File: src/rtl/arp_rx_pkg.sv
// -----------------------------------------------------------------------------
// arp_rx_pkg
// Constants and helpers shared by the ARP receive and transmit paths: EtherType,
// ARP header fields, opcodes, preamble/SFD bytes, the broadcast MAC, the FSM
// state encoding and byte-select helpers used when comparing a byte stream
// against wide fields.
// -----------------------------------------------------------------------------
package arp_rx_pkg;

  localparam logic [15:0] ETH_TYPE_ARP   = 16'h0806;
  localparam logic [15:0] HD_TYPE        = 16'h0001;
  localparam logic [15:0] PROTOCOL_TYPE  = 16'h0800;
  localparam logic [7:0]  HW_ADDR_LEN    = 8'd6;
  localparam logic [7:0]  PROTO_ADDR_LEN = 8'd4;
  localparam logic [15:0] ARP_OP_REQ     = 16'h0001;
  localparam logic [15:0] ARP_OP_REPLY   = 16'h0002;
  localparam logic [7:0]  PREAMBLE_BYTE  = 8'h55;
  localparam logic [7:0]  SFD_BYTE       = 8'hD5;
  localparam logic [47:0] MAC_BCAST      = 48'hFF_FF_FF_FF_FF_FF;

  // One-hot receive FSM encoding.
  typedef enum logic [4:0] {
    st_idle     = 5'b00001,
    st_preamble = 5'b00010,
    st_eth_head = 5'b00100,
    st_arp_data = 5'b01000,
    st_rx_end   = 5'b10000
  } arp_rx_state_e;

  // Byte idx (0 = first on the wire, i.e. most significant) of a 48-bit MAC.
  function automatic logic [7:0] mac_byte(input logic [47:0] mac, input logic [2:0] idx);
    logic [7:0] b;
    case (idx)
      3'd0:    b = mac[47:40];
      3'd1:    b = mac[39:32];
      3'd2:    b = mac[31:24];
      3'd3:    b = mac[23:16];
      3'd4:    b = mac[15:8];
      default: b = mac[7:0];
    endcase
    return b;
  endfunction

  // Byte idx (0 = first on the wire) of a 32-bit IPv4 address.
  function automatic logic [7:0] ip_byte(input logic [31:0] ip, input logic [1:0] idx);
    logic [7:0] b;
    case (idx)
      2'd0:    b = ip[31:24];
      2'd1:    b = ip[23:16];
      2'd2:    b = ip[15:8];
      default: b = ip[7:0];
    endcase
    return b;
  endfunction

  // Expected fixed ARP header bytes 0..6: htype, ptype, hlen, plen, opcode MSB.
  function automatic logic [7:0] arp_fixed_byte(input logic [2:0] idx);
    logic [7:0] b;
    case (idx)
      3'd0:    b = HD_TYPE[15:8];
      3'd1:    b = HD_TYPE[7:0];
      3'd2:    b = PROTOCOL_TYPE[15:8];
      3'd3:    b = PROTOCOL_TYPE[7:0];
      3'd4:    b = HW_ADDR_LEN;
      3'd5:    b = PROTO_ADDR_LEN;
      default: b = ARP_OP_REQ[15:8];
    endcase
    return b;
  endfunction

endpackage

File: src/rtl/arp_rx.sv
// -----------------------------------------------------------------------------
// arp_rx
// GMII ARP receiver. Parses preamble/SFD, the Ethernet header (destination MAC
// must be BOARD_MAC or broadcast, EtherType 0x0806) and the ARP payload
// (fixed header, opcode request/reply, sender MAC/IP, target IP == BOARD_IP).
// A valid frame produces a one-cycle arp_rx_done pulse together with updated
// src_mac / src_ip / arp_rx_type. The FCS is not checked.
//
// Ports
//   clk          GMII receive clock
//   rst          asynchronous active-high reset
//   gmii_rx_dv   receive data valid
//   gmii_rxd     receive byte
//   arp_rx_done  1-cycle pulse for an accepted ARP frame
//   arp_rx_type  0 = request, 1 = reply (held until the next arp_rx_done)
//   src_mac      sender MAC of the last accepted frame
//   src_ip       sender IP of the last accepted frame
//
// Build option
//   ARP_RX_IN_REG_EN  when defined, gmii_rx_dv/gmii_rxd pass through one
//                     register stage before the FSM (done latency 2 clk
//                     instead of 1).
// -----------------------------------------------------------------------------
module arp_rx
  import arp_rx_pkg::*;
#(
  parameter logic [47:0] BOARD_MAC = 48'h00_11_22_33_44_55,
  parameter logic [31:0] BOARD_IP  = {8'd192, 8'd168, 8'd1, 8'd10}
) (
  input  logic        clk,
  input  logic        rst,
  input  logic        gmii_rx_dv,
  input  logic [7:0]  gmii_rxd,
  output logic        arp_rx_done,
  output logic        arp_rx_type,
  output logic [47:0] src_mac,
  output logic [31:0] src_ip
);

  // ---------------------------------------------------------------------------
  // Input stage
  // ---------------------------------------------------------------------------
  logic       rx_dv;
  logic [7:0] rxd;

`ifdef ARP_RX_IN_REG_EN
  logic       rx_dv_q;
  logic [7:0] rxd_q;

  always_ff @(posedge clk or posedge rst) begin
    if (rst) begin
      rx_dv_q <= 1'b0;
      rxd_q   <= 8'h00;
    end else begin
      rx_dv_q <= gmii_rx_dv;
      rxd_q   <= gmii_rxd;
    end
  end

  assign rx_dv = rx_dv_q;
  assign rxd   = rxd_q;
`else
  assign rx_dv = gmii_rx_dv;
  assign rxd   = gmii_rxd;
`endif

  // ---------------------------------------------------------------------------
  // State
  // ---------------------------------------------------------------------------
  arp_rx_state_e state_q, state_d;
  logic [4:0]    cnt_q, cnt_d;
  logic          err_q, err_d;
  // Destination MAC is accepted only if all six bytes match one candidate, so
  // each candidate keeps its own miss flag.
  logic          ucast_miss_q, ucast_miss_d;
  logic          bcast_miss_q, bcast_miss_d;
  // Set once dv has been seen low since reset; a frame still in flight when
  // reset is released must not be mistaken for a new one.
  logic          armed_q, armed_d;
  logic [47:0]   mac_shadow_q, mac_shadow_d;
  logic [31:0]   ip_shadow_q, ip_shadow_d;
  logic          type_shadow_q, type_shadow_d;
  logic          done_q, done_d;
  logic          type_q, type_d;
  logic [47:0]   src_mac_q, src_mac_d;
  logic [31:0]   src_ip_q, src_ip_d;

  always_ff @(posedge clk or posedge rst) begin
    if (rst) begin
      state_q       <= st_idle;
      cnt_q         <= 5'd0;
      err_q         <= 1'b0;
      ucast_miss_q  <= 1'b0;
      bcast_miss_q  <= 1'b0;
      armed_q       <= 1'b0;
      mac_shadow_q  <= 48'd0;
      ip_shadow_q   <= 32'd0;
      type_shadow_q <= 1'b0;
      done_q        <= 1'b0;
      type_q        <= 1'b0;
      src_mac_q     <= 48'd0;
      src_ip_q      <= 32'd0;
    end else begin
      state_q       <= state_d;
      cnt_q         <= cnt_d;
      err_q         <= err_d;
      ucast_miss_q  <= ucast_miss_d;
      bcast_miss_q  <= bcast_miss_d;
      armed_q       <= armed_d;
      mac_shadow_q  <= mac_shadow_d;
      ip_shadow_q   <= ip_shadow_d;
      type_shadow_q <= type_shadow_d;
      done_q        <= done_d;
      type_q        <= type_d;
      src_mac_q     <= src_mac_d;
      src_ip_q      <= src_ip_d;
    end
  end

  // ---------------------------------------------------------------------------
  // Next-state / datapath
  // ---------------------------------------------------------------------------
  always_comb begin
    state_d       = state_q;
    err_d         = err_q;
    ucast_miss_d  = ucast_miss_q;
    bcast_miss_d  = bcast_miss_q;
    armed_d       = armed_q;
    mac_shadow_d  = mac_shadow_q;
    ip_shadow_d   = ip_shadow_q;
    type_shadow_d = type_shadow_q;
    done_d        = 1'b0;
    type_d        = type_q;
    src_mac_d     = src_mac_q;
    src_ip_d      = src_ip_q;
    cnt_d         = 5'd0;

    if (!rx_dv) begin
      // dv low ends whatever was in progress; outputs are left untouched.
      armed_d = 1'b1;
      state_d = st_idle;
    end else begin
      case (state_q)
        st_idle: begin
          if (armed_q && rxd == PREAMBLE_BYTE) state_d = st_preamble;
          else                                 state_d = st_rx_end;
        end

        st_preamble: begin
          err_d        = 1'b0;
          ucast_miss_d = 1'b0;
          bcast_miss_d = 1'b0;
          // The first 0x55 was consumed in idle: 6 more, then the SFD.
          if (cnt_q < 5'd6) begin
            if (rxd != PREAMBLE_BYTE) state_d = st_rx_end;
          end else begin
            if (rxd == SFD_BYTE) state_d = st_eth_head;
            else                 state_d = st_rx_end;
          end
        end

        st_eth_head: begin
          if (cnt_q <= 5'd5) begin
            if (rxd != mac_byte(BOARD_MAC, cnt_q[2:0])) ucast_miss_d = 1'b1;
            if (rxd != mac_byte(MAC_BCAST, cnt_q[2:0])) bcast_miss_d = 1'b1;
            if (cnt_q == 5'd5 && ucast_miss_d && bcast_miss_d) err_d = 1'b1;
          end
          if (cnt_q == 5'd12 && rxd != ETH_TYPE_ARP[15:8]) err_d = 1'b1;
          if (cnt_q == 5'd13) begin
            if (err_q || rxd != ETH_TYPE_ARP[7:0]) state_d = st_rx_end;
            else                                   state_d = st_arp_data;
          end
        end

        st_arp_data: begin
          if (cnt_q <= 5'd6) begin
            if (rxd != arp_fixed_byte(cnt_q[2:0])) state_d = st_rx_end;
          end else if (cnt_q == 5'd7) begin
            if (rxd == ARP_OP_REQ[7:0])        type_shadow_d = 1'b0;
            else if (rxd == ARP_OP_REPLY[7:0]) type_shadow_d = 1'b1;
            else                               state_d = st_rx_end;
          end else if (cnt_q <= 5'd13) begin
            mac_shadow_d = {mac_shadow_q[39:0], rxd};
          end else if (cnt_q <= 5'd17) begin
            ip_shadow_d = {ip_shadow_q[23:0], rxd};
          end else if (cnt_q >= 5'd24) begin
            // Bytes 24..27 map to target IP bytes 0..3 via the low counter bits.
            if (rxd != ip_byte(BOARD_IP, cnt_q[1:0])) begin
              state_d = st_rx_end;
            end else if (cnt_q == 5'd27) begin
              state_d   = st_rx_end;
              done_d    = 1'b1;
              type_d    = type_shadow_q;
              src_mac_d = mac_shadow_q;
              src_ip_d  = ip_shadow_q;
            end
          end
        end

        st_rx_end: state_d = st_rx_end;

        default: state_d = st_idle;
      endcase
    end

    // Counter restarts on every state change and only runs while parsing.
    if (state_d != state_q || state_q == st_idle || state_q == st_rx_end)
      cnt_d = 5'd0;
    else
      cnt_d = cnt_q + 5'd1;
  end

  assign arp_rx_done = done_q;
  assign arp_rx_type = type_q;
  assign src_mac     = src_mac_q;
  assign src_ip      = src_ip_q;

endmodule

File: config.mk
export PLATFORM = sky130hd
export DESIGN_NAME = arp_rx
export DESIGN_NICKNAME = d
export VERILOG_FILES = /design/src/rtl/arp_rx_pkg.sv /design/src/rtl/arp_rx.sv
export SDC_FILE = /design/constraint.sdc
export NUM_CORES = 1
export LEC_CHECK = 0
export ABC_AREA = 1
export CORE_UTILIZATION = 50
export CTS_CLUSTER_DIAMETER = 200
export DETAILED_ROUTE_END_ITERATION = 8
export PLACE_DENSITY_LB_ADDON = 0.12
export SLEW_MARGIN = 20
export SYNTH_ARGS = -nofsm -noshare
export SYNTH_HDL_FRONTEND = slang
export SYNTH_SLANG_ARGS = --single-unit
File: constraint.sdc
create_clock -name clk -period 5.9 [get_ports clk]
set_clock_uncertainty 0.2 [all_clocks]
set_input_delay 1.18 -clock clk [delete_from_list [all_inputs] [get_ports clk]]
set_output_delay 1.18 -clock clk [all_outputs]
set_load 0.02 [all_outputs]
Yosys cells after proc, flatten, opt, wreduce, memory -nomap -nowiden
Index checks and enable logic that the tools add are counted.
{ "totals": {"ff_bits": 177, "latch_bits": 0, "ram_bits": 0, "rom_bits": 0, "output_inout_bits": 82, "elab_cells": 139, "mem_count": 0} }
{ "op_classes": {"n_addsub": 1, "multipliers": 0, "n_div": 0, "order_cmp": 6, "eq_ne": 32, "shifts": 0, "muxes": 65, "bitwise": 5, "n_reduce_logical": 17} }
{ "op_table": {"columns": ["op", "n"], "rows": [
  ["8-bit two-way mux", 16],
  ["5-bit two-way mux", 18],
  ["7-bit one-hot mux with 5 select lines", 1],
  ["8-bit != test", 4],
  ["5-bit one-hot mux with 5 select lines", 1],
  ["1-bit two-way mux", 24],
  ["8-bit one-hot mux with 3 select lines", 1],
  ["4-bit one-hot mux with 4 select lines", 1],
  ["5-bit by 3-bit == test with 1-bit output (second input constant)", 3],
  ["5-bit by 4-bit == test with 1-bit output (second input constant)", 3],
  ["5-bit == test (second input constant)", 2],
  ["5-bit by 3-bit <= comparator with 1-bit output (second input constant)", 2],
  ["5-bit AND reduction", 2],
  ["9-bit AND reduction", 1],
  ["8-bit by 1-bit == test with 1-bit output (second input constant)", 1],
  ["8-bit by 2-bit == test with 1-bit output (second input constant)", 1],
  ["8-bit by 7-bit == test with 1-bit output (second input constant)", 1],
  ["8-bit == test (second input constant)", 1],
  ["8-bit by 3-bit != test with 1-bit output (second input constant)", 1],
  ["8-bit by 4-bit != test with 1-bit output (second input constant)", 1],
  ["8-bit by 7-bit != test with 1-bit output (second input constant)", 1],
  ["3-bit by 2-bit == test with 1-bit output (second input constant)", 2],
  ["3-bit == test (second input constant)", 2],
  ["3-bit != test (second input constant)", 2],
  ["22 further kinds", 34]
]} }

Logic depth before layout (Yosys ltp)
Gate-level depths: netlist (run 1).
{ "logic_depth": {"ltp_word": 22, "depth_mapped": 19} }

Worst setup path after synthesis (run 1)
No wires, ideal clock.
{ "synth_timing": {"path_kind": "in2reg", "start": "input port gmii_rxd[4]", "end": "register cnt_q[3]", "setup_time_ps": 86, "t_arrival_ps": 2330, "t_required_ps": 5614, "slack_ps": 3284, "stages": 13, "path_buffers": 0, "path_cell_list": "inv_1 > nand2_1 > nor3_2 > nand3_1 > nor2_2 > nor2_1 > nand2_1 > nand2_1 > nand2_1 > nand2_1 > nand2_1 > nand3_2 > nor3_1"} }
{ "synth_between": {"elab_chain_len": 13, "word_cells_on_any_way": 31, "cone_classes": "eq/ne (9); mux (18); reduce/logical (4)"} }
{ "synth_rtl": {"columns": ["item", "line", "text"], "rows": [
  ["start: declaration", "arp_rx.sv:33", "input logic [7:0] gmii_rxd,"],
  ["8-bit != test", "arp_rx.sv:188", "if (rxd != ip_byte(BOARD_IP, cnt_q[1:0])) begin"],
  ["5-bit two-way mux", "arp_rx.sv:188", null],
  ["5-bit two-way mux", "arp_rx.sv:186", "end else if (cnt_q >= 5'd24) begin"],
  ["5-bit two-way mux", "arp_rx.sv:184", "end else if (cnt_q <= 5'd17) begin"],
  ["5-bit two-way mux", "arp_rx.sv:182", "end else if (cnt_q <= 5'd13) begin"],
  ["5-bit two-way mux", "arp_rx.sv:178", "end else if (cnt_q == 5'd7) begin"],
  ["5-bit two-way mux", "arp_rx.sv:176", "if (cnt_q <= 5'd6) begin"],
  ["5-bit one-hot mux with 5 select lines *", "arp_rx.sv:143", "case (state_q)"],
  ["5-bit two-way mux *", "arp_rx.sv:138", "if (!rx_dv) begin"],
  ["5-bit != test *", "arp_rx.sv:207", "if (state_d != state_q || state_q == st_idle || state_q == st_rx_end)"],
  ["1-bit logical OR * (2 in series)", "arp_rx.sv:207", null],
  ["5-bit two-way mux *", "arp_rx.sv:207", null],
  ["named net cnt_d[3]", "arp_rx.sv:71", "logic [4:0] cnt_q, cnt_d;"],
  ["end signal: assignment", "arp_rx.sv:105", "cnt_q <= cnt_d;"],
  ["end: declaration", "arp_rx.sv:71", null]
]} }
Mark *: on every way through the listed nets, which the timed path passes. The rest lies on a longest branch.
A chain may end at the register's enable or synchronous reset.

Worst setup path after layout (run 1)
{ "layout_timing": {"start": "input port gmii_rx_dv", "end": "register src_mac_q[40], in the netlist src_mac[40]"} }
{ "layout_between": {"elab_chain_len": 1} }
{ "layout_rtl": {"columns": ["item", "line", "text"], "rows": [
  ["start: declaration", "arp_rx.sv:32", "input logic gmii_rx_dv,"],
  ["9-bit AND reduction (no source line)", null, null],
  ["end signal: assignment", "arp_rx.sv:115", "src_mac_q <= src_mac_d;"],
  ["end: declaration", "arp_rx.sv:85", "logic [47:0] src_mac_q, src_mac_d;"]
]} }
Every way passes these cells.

==> results of run 1 <==
-- sequential cells by signal, summed over array words and instances, names as in the netlist --
signal / cells
src_mac: 48
armed_q: 1
err_q: 1
ip_shadow_q: 32
state_q: 5
bcast_miss_q: 1
cnt_q: 5
src_ip: 32
arp_rx_type: 1
arp_rx_done: 1
type_shadow_q: 1
ucast_miss_q: 1
mac_shadow_q: 48
-- cell usage after synthesis (all sizes together) --
cell type,number,area [sq um]
a41oi,1,8.760
inv,111,416.7
dfrtp,176,4404
a31o,1,8.760
buf,22,117.6
nor4,3,18.77
nand3,23,130.1
o31ai,1,7.510
nand4,6,37.54
ha,8,100.1
dfstp,1,26.28
o22ai,1,6.260
nor2,27,121.4
and3,2,12.51
nand2,272,1021
o21ai,152,760.7
nand3b,4,30.03
nor3,15,91.34
a21oi,10,50.05
clkbuf,14,52.55
xor2,3,26.28
-- worst reg2reg max path, stage by stage, from the launching register on --
cell and delay (ns):
dfrtp_1 0.51, inv_1 0.16, ha_1 0.29, o21ai_1 0.32, nand2_1 0.13, nor3_1 0.52
nand3_4 0.43, buf_4 0.42, inv_2 0.28, nand2_1 0.10, nand2_1 0.08
-- worst paths after layout --
check | from | endpoint | slack, ns | cells past startpoint
max reg2reg | cnt_q[0] | src_mac[40] | 2.38 | 10
min reg2reg | src_mac[43] | src_mac[43] | 0.28 | 2
max in group asynchronous | rst | mac_shadow_q[26] | 3.65 | 3
max | gmii_rx_dv | src_mac[40] | 2.21 | 8
min | src_mac[43] | src_mac[43] | 0.28 | 2
min in group asynchronous | rst | src_ip[25] | 0.84 | 2
-- power by group through the flow --
stage                     registers, W  logic (W)  clock network [W]
after CTS                      0.00123   0.000131            0.00116
after global routing           0.00123   0.000149            0.00121
after global placement         0.00125   0.000130                  0
after detailed placement       0.00125   0.000131                  0
after floorplan                0.00125  0.0000877                  0
final                          0.00123   0.000131            0.00114
-- kinds of logic (layout without fill, tap and decap cells) --
kind of cell / after synthesis / after routing / synth area share, %
xor gates and xnor gates: 3 / 3 / 0.3528
buffers and inverters: 147 / 240 / 7.878
and+or+nand+nor: 352 / 352 / 19.64
DFF: 177 / 177 / 59.48
adders and majority gates: 8 / 8 / 1.344
AOI/OAI and AO/OA: 166 / 166 / 11.31
-- final cells by class --
class,count,area (sq um)
fill,1262,5413
sequential,177,4431
multi-input combinational,529,2451
timing repair buffer,97,983.4
clock buffer,18,439.2
inverter,111,420.4
tap,184,230.2
clock inverter,14,166.4
-- per-stage QoR --
stage          setup WS, ns  hold WS, ns  util [%]  instance area (sq um)  power, W
3_5_place_dp          1.866       0.2595     58.42                   8491  0.001380
3_3_place_gp          1.945       0.2535     58.42                   8491  0.001379
2_1_floorplan         2.254       0.2422         -                   7452  0.001334
6_report              2.212       0.2822     62.76                   9121  0.002494
5_1_grt               1.990       0.3038     62.76                   9121  0.002582
4_1_cts               2.328       0.2842     62.59                   9096  0.002517
-- per-layer routing --
metal | track usage (%) | vias up | wire length, microns
li1 | - | 2864 | -
met5 | 0 | - | 0
met1 | 32.08 | 2751 | 7583
met3 | 4.762 | 21 | 663
met2 | 35.60 | 130 | 7748
met4 | 7.738 | 0 | 278
==> results.toml, run 1 <==
[timing]
worstMarginPinSlew_ns = 0.8656
setup_viol = 0
timing.slew.headroom_pct = 42.29
fmax_mhz = 271.1
timing.final.crit_share_pct = 62.51
rsz0062_at_grt = "no"
final_hold_viol_count = 0
max_slew_violation_total_from_the_final_report = 0
timing.final.crit_period_ns = 3.688
timing.setup.tns_ns = 0

[logic_synthesis]
synth-seq-cells = 177
synthesis.nets = 872
yosys_warnings = 0
synth.avg_cell_area_sq_um = 8.732
yosysUniqueCellTypes = 31
syn-instance-count = 853
ys_seq_area_share_pct = 59.48
netlist_area_sq_um = 7448

[floorplanning]
initial_utilization_pct = 51.25
die_height_microns = 124.1
io_pins = 93
die_area_sq_um = 15390
dieWidth_microns = 124.1
design.core.area_sq_um = 14530
num_rows = 44

[power_and_ir_drop]
power_frac_seq_pct = 49.1
ir_worst_vdd_mv = 0.2181
power_per_cell_area_nw_per_um2 = 273.5
p_clk_share_pct = 45.6
internal_power_w = 0.001871
power.share.combinational_pct = 5.2
reported_leakage_power_nw = 4.089
power.share.switching_pct = 24.98
p_switching_w = 0.0006230

[worst_setup_path]
critPathKind = "input pin to flop"
crit_path_end_kind = "flop"
startpoint_type = "input pin"
worst-path-max-fanout = 40
critical-path-top-cell-by-count = "nand2_1"
crit_path_cell_trace = "clkdlybuf4s50_1 > nand2_1 > nor3_1 > nand3_4 > buf_4 > inv_2 > nand2_1 > nand2_1"
timing.critical_path.slowest_stage_cell = "clkdlybuf4s50_1"
crit_family = "buffers and inverters"
crit_required_ns = 6.07
critical_path_buf_inv_count = 3
timing.critical_path.arrival_ns = 3.85
max_stage_delay_ns = 0.70

[finish]
fin_cells = 1130
total_inserted_antenna_cells = 0
nNetsFinal = 952
area_growth_syn_to_layout_pct = 22.46
final_cell_mix = "nand2_1, dfrtp_1, o21ai_1"
drive_gt1_share_pct = 6.660
most_common_library_cell_in_the_layout_ignoring_fill_and_taps = "nand2_1"

[global_routing]
number_of_global_route_vias_before_repair = 5540
grt_remaining_overflow = 0
groute.usage.overall_pct = 22.92
grt_pass1_wl_mm = 27.00
grt_start_max_net_pins = 135
antenna_violations_before_repair = 0

[drt]
detailroute.via_count = 5766
drc = 0
detail_route.iter0.violations = 390
postRouteAntennaNets = 0
detailed_route_wire_length_mm = 16.27
detailedRoute.firstPassIterationCount = 5
avgViaCountPerCell = 5.103
routed_wire_length_per_instance_microns = 14.40

[clocking]
cts-buffers-inserted = 17
tritoncts = "built"
htree_levels = 4
clk_pin_slew_ns = 0.07
tritoncts_num_sinks = 177
cts_max_path_buffers = 2
worstSkewPairLatency_ns = 0.43
clock-root-buffer = "clkbuf_16"
cts_hold_buf = 0
cts_repair_resize_count = 0
post-cts-setup-buffers = 0

[min_path]
holdCritPathClass = "flop to flop"

[flow_run]
drv_cap = 0

[placement]
buffer_ports.inserted = 92
place.detailed.hpwl_mm = 10.96
placer_congestion = 0.8890
number_of_placed_cells_counting_well_taps = 1097

[outcome]
status = "finished clean"
(Power assumes the default switching activity.)
==> run 2, diff against run 1 <==
--- a/config.mk
+++ b/config.mk
@@ -6,7 +6,7 @@
 export NUM_CORES = 1
 export LEC_CHECK = 0
 export ABC_AREA = 1
-export CORE_UTILIZATION = 50
+export CORE_UTILIZATION = 55
 export CTS_CLUSTER_DIAMETER = 200
 export DETAILED_ROUTE_END_ITERATION = 8
 export PLACE_DENSITY_LB_ADDON = 0.12
==> constraint.sdc (replaced) <==
create_clock -name clk -period 3.75 [get_ports clk]
set_clock_uncertainty 0.2 [all_clocks]
set_input_delay 0.75 -clock clk [delete_from_list [all_inputs] [get_ports clk]]
set_output_delay 0.75 -clock clk [all_outputs]
set_load 0.02 [all_outputs]
==> run 2 against run 1 <==
  * Flip-flop and latch count unchanged
  * Non-clock buffer count increased by 5
  * Core utilization increased by 6.6 points
  * Clock power increased by 56%
  * Clock-buffer cell count increased by 1
  * Routed wire length increased by 5.3%
  * Critical path depth increased by 2
  * Hold slack got worse by 0.014 ns
  * Via count increased by 2.5%
  * Critical path type is now flop to flop
  * Largest cell class unchanged
==> results.toml, run 2 (synthesis gave the netlist of run 1 again) <==
[outcome]
status = "finished clean"

[drt]
avgViaCountPerCell = 5.243
detailroute.via_count = 5909
detailed_route_wire_length_mm = 17.14
postRouteAntennaNets = 0
detail_route.iter0.violations = 449
detailedRoute.firstPassIterationCount = 5
drc = 0
routed_wire_length_per_instance_microns = 15.21

[clocking]
post-cts-setup-buffers = 0
tritoncts = "built"
cts_repair_resize_count = 0
cts-buffers-inserted = 17
worstSkewPairLatency_ns = 0.43
clock-root-buffer = "clkbuf_16"
htree_levels = 4
cts_hold_buf = 0
cts_max_path_buffers = 2
clk_pin_slew_ns = 0.07
tritoncts_num_sinks = 177

[finish]
area_growth_syn_to_layout_pct = 23.23
drive_gt1_share_pct = 7.150
final.fill_count = 1035
final_cell_mix = "nand2_1, dfrtp_1, o21ai_1"
most_common_library_cell_in_the_layout_ignoring_fill_and_taps = "nand2_1"
fin_cells = 1127
nNetsFinal = 957
total_inserted_antenna_cells = 0

[worst_setup_path]
startpoint_type = "flop"
critical-path-top-cell-by-count = "nand2_1"
crit_path_end_kind = "flop"
timing.critical_path.arrival_ns = 3.22
crit_path_start = "cnt_q[0]"
crit_family = "simple AND/OR/NAND/NOR gates"
critPathKind = "flop to flop"
timing.critical_path.slowest_stage_cell = "dfrtp_1"
critical_path_buf_inv_count = 3
timing.rr.start = "cnt_q[0]"
crit_path_cell_trace = "inv_1 > ha_1 > o21ai_1 > nand2_1 > nor3_1 > nand3_4 > buf_4 > inv_2 > nand2_1 > nand2_1"
max_stage_delay_ns = 0.55
crit_required_ns = 3.91
worst-path-max-fanout = 28

[placement]
placer_congestion = 0.8515
number_of_placed_cells_counting_well_taps = 1095
place.detailed.hpwl_mm = 11.71
buffer_ports.inserted = 92

[timing]
worstMarginPinSlew_ns = 0.8381
final_hold_viol_count = 0
worst_hold_check_slack_ns = 0.2678
max_slew_violation_total_from_the_final_report = 0
fmax_mhz = 327.2
timing.final.crit_period_ns = 3.056
rsz0062_at_grt = "no"
timing.setup.tns_ns = 0
timing.final.crit_share_pct = 81.49
setup_viol = 0
timing.slew.headroom_pct = 44.01

[min_path]
holdCritPathClass = "flop to flop"
min-delay-start = "ip_shadow_q[24]"

[global_routing]
grtUsageMet1_pct = 33.89
grt_start_max_net_pins = 92
grt_pass1_wl_mm = 28.30
number_of_global_route_vias_before_repair = 5705
met3_track_usage_gr_pct = 5.212
antenna_violations_before_repair = 0
grt_remaining_overflow = 0
met2_routing_resource_usage_after_global_routing_pct = 42.79
busiest_layer = "met2"
groute.usage.overall_pct = 26.05

[floorplanning]
die_height_microns = 118.4
num_rows = 42
die_area_sq_um = 14010
initial_utilization_pct = 56.25
design.core.area_sq_um = 13240
dieWidth_microns = 118.4
io_pins = 93

[power_and_ir_drop]
total_power_w = 0.003923
ir_worst_vdd_mv = 0.4135
power_per_cell_area_nw_per_um2 = 427.4
reported_leakage_power_nw = 4.116

[flow_run]
drv_cap = 0
## run 2: power breakdown
part           switching (W)  internal (W)  total [W]  leakage, nW
registers          0.0000147       0.00192    0.00193         2.46
clock network       0.000755       0.00103    0.00178        0.278
logic               0.000145     0.0000640   0.000209         1.37
## run 2: stage by stage
stage          cell area, sq um  setup slack, ns  utilization, %
2_1_floorplan              7452           0.5342               -
3_3_place_gp               8576           0.6283           64.76
3_5_place_dp               8576           0.5375           64.76
4_1_cts                    9179           0.7309           69.31
5_1_grt                    9179           0.5099           69.31
6_report                   9179           0.6941           69.31
## run 2: final cells by class
class | instances | area [sq um] | area share, %
clock buffers | 19 | 452.9 | 4.935
clock inverters | 13 | 150.1 | 1.636
inverters | 111 | 420.4 | 4.580
multi-input cells | 529 | 2446 | 26.65
flip-flops and latches | 177 | 4431 | 48.27
well taps | 176 | 220.2 | 2.399
repair buffers | 102 | 1059 | 11.53
## run 2: metal layers
metal / part of all wire, % / wire [microns]
met4: 2.5 / 425
met1: 44 / 7512
met5: 0 / 0
met2: 49 / 8430
met3: 4.5 / 769
## run 2: path summary, 6_finish.rpt
path	endpoint	slack, ns	cells after the start
setup / recovery	src_ip[28]	0.69	10
hold / removal	src_ip[24]	0.27	2
setup reg to reg	src_ip[28]	0.69	10
hold reg to reg	src_ip[24]	0.27	2
max in group asynchronous	src_ip[4]	1.93	3
min in group asynchronous	src_ip[18]	0.64	2
## run 2: worst reg2reg max path, cell delays in order (launching register included)
cell     delay [ns]
dfrtp_1        0.55
inv_1          0.20
ha_1           0.34
o21ai_1        0.20
nand2_1        0.10
nor3_1         0.52
nand3_4        0.18
buf_4          0.27
inv_2          0.26
nand2_1        0.10
nand2_1        0.08
==> run 3, diff against run 2 <==
==> constraint.sdc (replaced) <==
create_clock -name clk -period 3.06 [get_ports clk]
set_clock_uncertainty 0.2 [all_clocks]
set_input_delay 0.612 -clock clk [delete_from_list [all_inputs] [get_ports clk]]
set_output_delay 0.612 -clock clk [all_outputs]
set_load 0.02 [all_outputs]
==> run 3 against run 2 <==
  * Combinational power up 26%
  * Largest cell class unchanged
  * Flip-flop and latch count did not move
  * Routed wire length fell by 1.9%
  * Critical path type unchanged
  * Sequential power is 23% higher
  * Maximum frequency grew 6.5%
  * Core utilization increased by 0.52 points
  * Cell area up 0.75%
  * First-iteration DRC count shrank 0.45%
  * Clock-buffer cell count fell by 1
==> results.toml, run 3 (synthesis gave the netlist of run 1 again) <==
[worst_setup_path]
r2r_end = "ip_shadow_q[25]"
critPathKind = "flop to flop"
r2r_slack_ns = 0.19
startpoint_type = "flop"
crit_required_ns = 3.20
worst-path-max-fanout = 64
worst_r2r_path_depth = 10
crit_path_end_kind = "flop"
crit_path_end = "ip_shadow_q[25]"
crit_path_start = "cnt_q[1]"
timing.critical_path.arrival_ns = 3.01
timing.rr.start = "cnt_q[1]"

[finish]
final.fill_count = 1055
final_cell_mix = "nand2_1, dfrtp_1, o21ai_1"
seq_area_sq_um = 4431
layout.cell_area.non_filler_sq_um = 9248
area_occupied_by_multi_input_gates_sq_um = 2446
most_common_library_cell_in_the_layout_ignoring_fill_and_taps = "nand2_1"
nNetsFinal = 966
total_inserted_antenna_cells = 0
drive_gt1_share_pct = 8.021
area_growth_syn_to_layout_pct = 24.16

[power_and_ir_drop]
power_per_cell_area_nw_per_um2 = 527.0
reported_leakage_power_nw = 4.176
ir_worst_vdd_mv = 0.3853

[drt]
drc = 0
detailroute.via_count = 5938
detail_route.iter0.violations = 447
detailed_route_wire_length_mm = 16.82
detailedRoute.firstPassIterationCount = 5
avgViaCountPerCell = 5.227
postRouteAntennaNets = 0
routed_wire_length_per_instance_microns = 14.80

[floorplanning]
io_pins = 93
design.core.area_sq_um = 13240
dieWidth_microns = 118.4
die_area_sq_um = 14010
initial_utilization_pct = 56.25
die_height_microns = 118.4
num_rows = 42

[placement]
preCtsSetupSlack_ns = 0.1502
buffer_ports.inserted = 92
placement.cell_area_sq_um = 8631
place.detailed.hpwl_mm = 11.81
placer_congestion = 0.9740

[clocking]
tritoncts = "built"
tritoncts_num_sinks = 177
cts_max_path_buffers = 2
worstSkewPairLatency_ns = 0.42
clock-root-buffer = "clkbuf_16"
htree_levels = 4
clk_pin_slew_ns = 0.06
post-cts-setup-buffers = 0
cts_repair_resize_count = 0
cts_hold_buf = 0
cts-buffers-inserted = 17

[global_routing]
grt_start_max_net_pins = 97
number_of_global_route_vias_before_repair = 5772
groute.usage.overall_pct = 26.01
antenna_violations_before_repair = 0
grt_pass1_wl_mm = 28.48
grt_remaining_overflow = 0

[timing]
timing.final.crit_share_pct = 93.77
rsz0062_at_grt = "no"
max_slew_violation_total_from_the_final_report = 0
fmax_mhz = 348.5
timing.slew.headroom_pct = 59.41
timing.final.crit_period_ns = 2.869
final_hold_viol_count = 0
setup_viol = 0
worstMarginPinSlew_ns = 0.6089
final.setup.worst_slack_ns = 0.1905

[outcome]
status = "finished clean"

[min_path]
holdCritPathClass = "flop to flop"
hold_depth = 2

[flow_run]
drv_cap = 0
==> run 3: final cells by class <==
class	instances	share of cell area, %
sequential	177	47.91
multi-input combinational	529	26.45
timing repair buffer	111	12.04
clock buffer	18	4.749
inverter	111	4.546
tap	176	2.381
clock inverter	14	1.921
==> run 3: routing by layer <==
layer | track usage, % | wire [microns] | up-vias
met5 | 0 | 0 | -
met4 | 10.36 | 368 | 0
met3 | 5.357 | 736 | 35
met2 | 41.91 | 8175 | 171
met1 | 34.72 | 7535 | 2840
li1 | - | - | 2892
==> run 3: where the power goes <==
| part | switching (W) | internal [W] | total, W | leakage, nW |
|---|---|---|---|---|
| clock network | 0.000923 | 0.00132 | 0.00224 | 0.301 |
| logic | 0.000181 | 0.0000821 | 0.000263 | 1.41 |
| registers | 0.0000167 | 0.00235 | 0.00237 | 2.46 |
==> run 3: per-stage QoR <==
step           std cells  utilization (%)  hold slack (ns)  TNS, ns  power [W]
2_1_floorplan        853                -           0.2422   -3.134   0.002572
3_3_place_gp        1104            65.17           0.2533        0   0.002672
3_5_place_dp        1104            65.17           0.2616        0   0.002671
4_1_cts             1136            69.83           0.2780        0   0.004910
5_1_grt             1136            69.83           0.3004        0   0.005049
6_report            1136            69.83           0.2767        0   0.004873
==> run 3: worst min path at each step <==
stage,start,end,slack [ns]
CTS,mac_shadow_q[46],src_mac[46],0.28
finish,mac_shadow_q[46],src_mac[46],0.28
floorplan,ip_shadow_q[24],src_ip[24],0.24
detailed placement,mac_shadow_q[46],src_mac[46],0.26
global placement,mac_shadow_q[44],src_mac[44],0.25
global route,ip_shadow_q[26],src_ip[26],0.30
==> run 3: critical path: stages, from the launching register on <==
cell and delay [ns]:
dfrtp_1 0.52, inv_1 0.28, ha_1 0.29, inv_2 0.10, a41oi_1 0.29, nor3_1 0.10
buf_4 0.16, nand2_2 0.04, buf_4 0.49, nand2_1 0.15, o21ai_1 0.13
==> patch (flow settings as in run 1) <==
Build with the macro `ARP_RX_IN_REG_EN` defined.
--- a/src/rtl/arp_rx.sv
+++ b/src/rtl/arp_rx.sv
@@ -21,6 +21,8 @@
 //                     register stage before the FSM (done latency 2 clk
 //                     instead of 1).
 // -----------------------------------------------------------------------------
+`define ARP_RX_IN_REG_EN
+
 module arp_rx
   import arp_rx_pkg::*;
 #(
Check against the original RTL: not settled (the Yosys comparison gave no result); the edit may change what the design does.
==> patch against run 1 <==
Critical path depth increased by 1; sequential power increased by 6%; routed wire length decreased by 1.7%; power increased by 4.0%; clock power increased by 4%; synthesized cell count increased by 1.3%; design area increased by 2.8%; setup slack improved by 0.23 ns; worst hold slack got worse by 0.016 ns; first-iteration DRC count decreased by 15%; count of clock-buffer cells in the layout increased by 3; sequential cell count increased by 9; synthesized area increased by 3.9%; critical path type is now reg2reg; largest cell class unchanged.
==> patch: results <==
group,metric,value,unit
yosys,synth_area_leaders,"dfrtp_1 60%, nand2_1 13%, o21ai_0 5.8%",
placed_design,dp_slack,2.50,ns
drt,drt_iter0_drc,331,
yosys,synth_nets,883,
yosys,ys_types,36,
drt,wl_met2,7.66,mm
run_status,status,"finished clean",
yosys,yosysSeqAreaShare,60.1,%
sta,max_slew.worst_pin.slew,0.902,ns
yosys,syn_area_per_cell,8.96,um^2
grt,grt_first_pass_wirelength,26.8,mm
critical_path,critPathSlowestCell,"nand3_4",
drt,vias,5682,
final_layout,fin_nets,964,
power,ir_drop,229,uV
critical_path,cpLargestDelayFamily,"simple AND/OR/NAND/NOR gates",
power,p_leak,4.21,nW
placed_design,gp_congestion,0.932,
yosys,synthTopCellsByCount,"263 x nand2_1, 185 x dfrtp_1, 108 x inv_1",
drt,met1_length,7.41,mm
final_layout,final_cells,1146,
grt,gr-usage-all-layers,21.6,%
critical_path,max_stage_delay,0.61,ns
drt,dr_wl_met3,544,um
grt,grt_pass1_vias,5414,
patch: cell types whose count changed after synthesis, sizes merged, moves of 3 or more:
cell,delta
o21ai,+7
nor2,+8
dfrtp,+9
nand3b,-3
nor3,-3
nor4,-3
nand2,-6
inv,+6
patch: worst register-to-register path, cell delays in order, from the launching register on:
cell and delay (ns):
dfrtp_1 0.53, inv_2 0.14, ha_1 0.30, a21oi_1 0.20
a21oi_1 0.14, nor3_2 0.30, nand3_4 0.61, buf_4 0.63
nand2_1 0.19, o21ai_1 0.08
patch: power by group:
| group | switching (mW) | internal [mW] |
|---|---|---|
| logic | 0.0814 | 0.0358 |
| registers | 0.0149 | 1.28 |
| clock network | 0.468 | 0.711 |
patch: cell families after synthesis:
kind of cell,Yosys count,synth area share (%)
adder cells (fa/ha/maj),8,1.29
flip-flops,186,60.1
AO/OA/AOI/OAI,172,11.5
buffers and inverters,153,8.66
AND/OR/NAND/NOR,343,18.2
XOR/XNOR,2,0.226
patch: metrics by stage:
stage	cell area, um^2	util [%]
floorplan	7750	-
global placement	8760	57.9
detailed placement	8760	57.9
CTS	9370	61.9
global route	9370	61.9
finish	9370	61.9
patch: layout make-up:
class	instances	area [um^2]
Tap cell	188	235
Clock inverter	11	169
Clock buffer	21	440
Fill cell	1329	5770
Timing Repair Buffer	97	983
Sequential cell	186	4660
Inverter	118	449
Multi-Input combinational cell	525	2440
patch: per-layer routing:
metal  vias to the layer above  track usage [%]
met5                         -                0
met4                         0             8.93
met3                        26             3.84
met2                       120             34.8
met1                      2652             29.2
li1                       2884                -
patch: final timing paths:
check                         start           to  slack [ns]  cells after the start
max                        cnt_q[1]  src_mac[24]        2.45                      9
min                         armed_q      armed_q        0.27                      2
max reg2reg                cnt_q[1]  src_mac[24]        2.45                      9
min reg2reg                 armed_q      armed_q        0.27                      2
max in group asynchronous       rst   state_q[0]        3.53                      3
min in group asynchronous       rst  src_mac[19]        1.09                      2
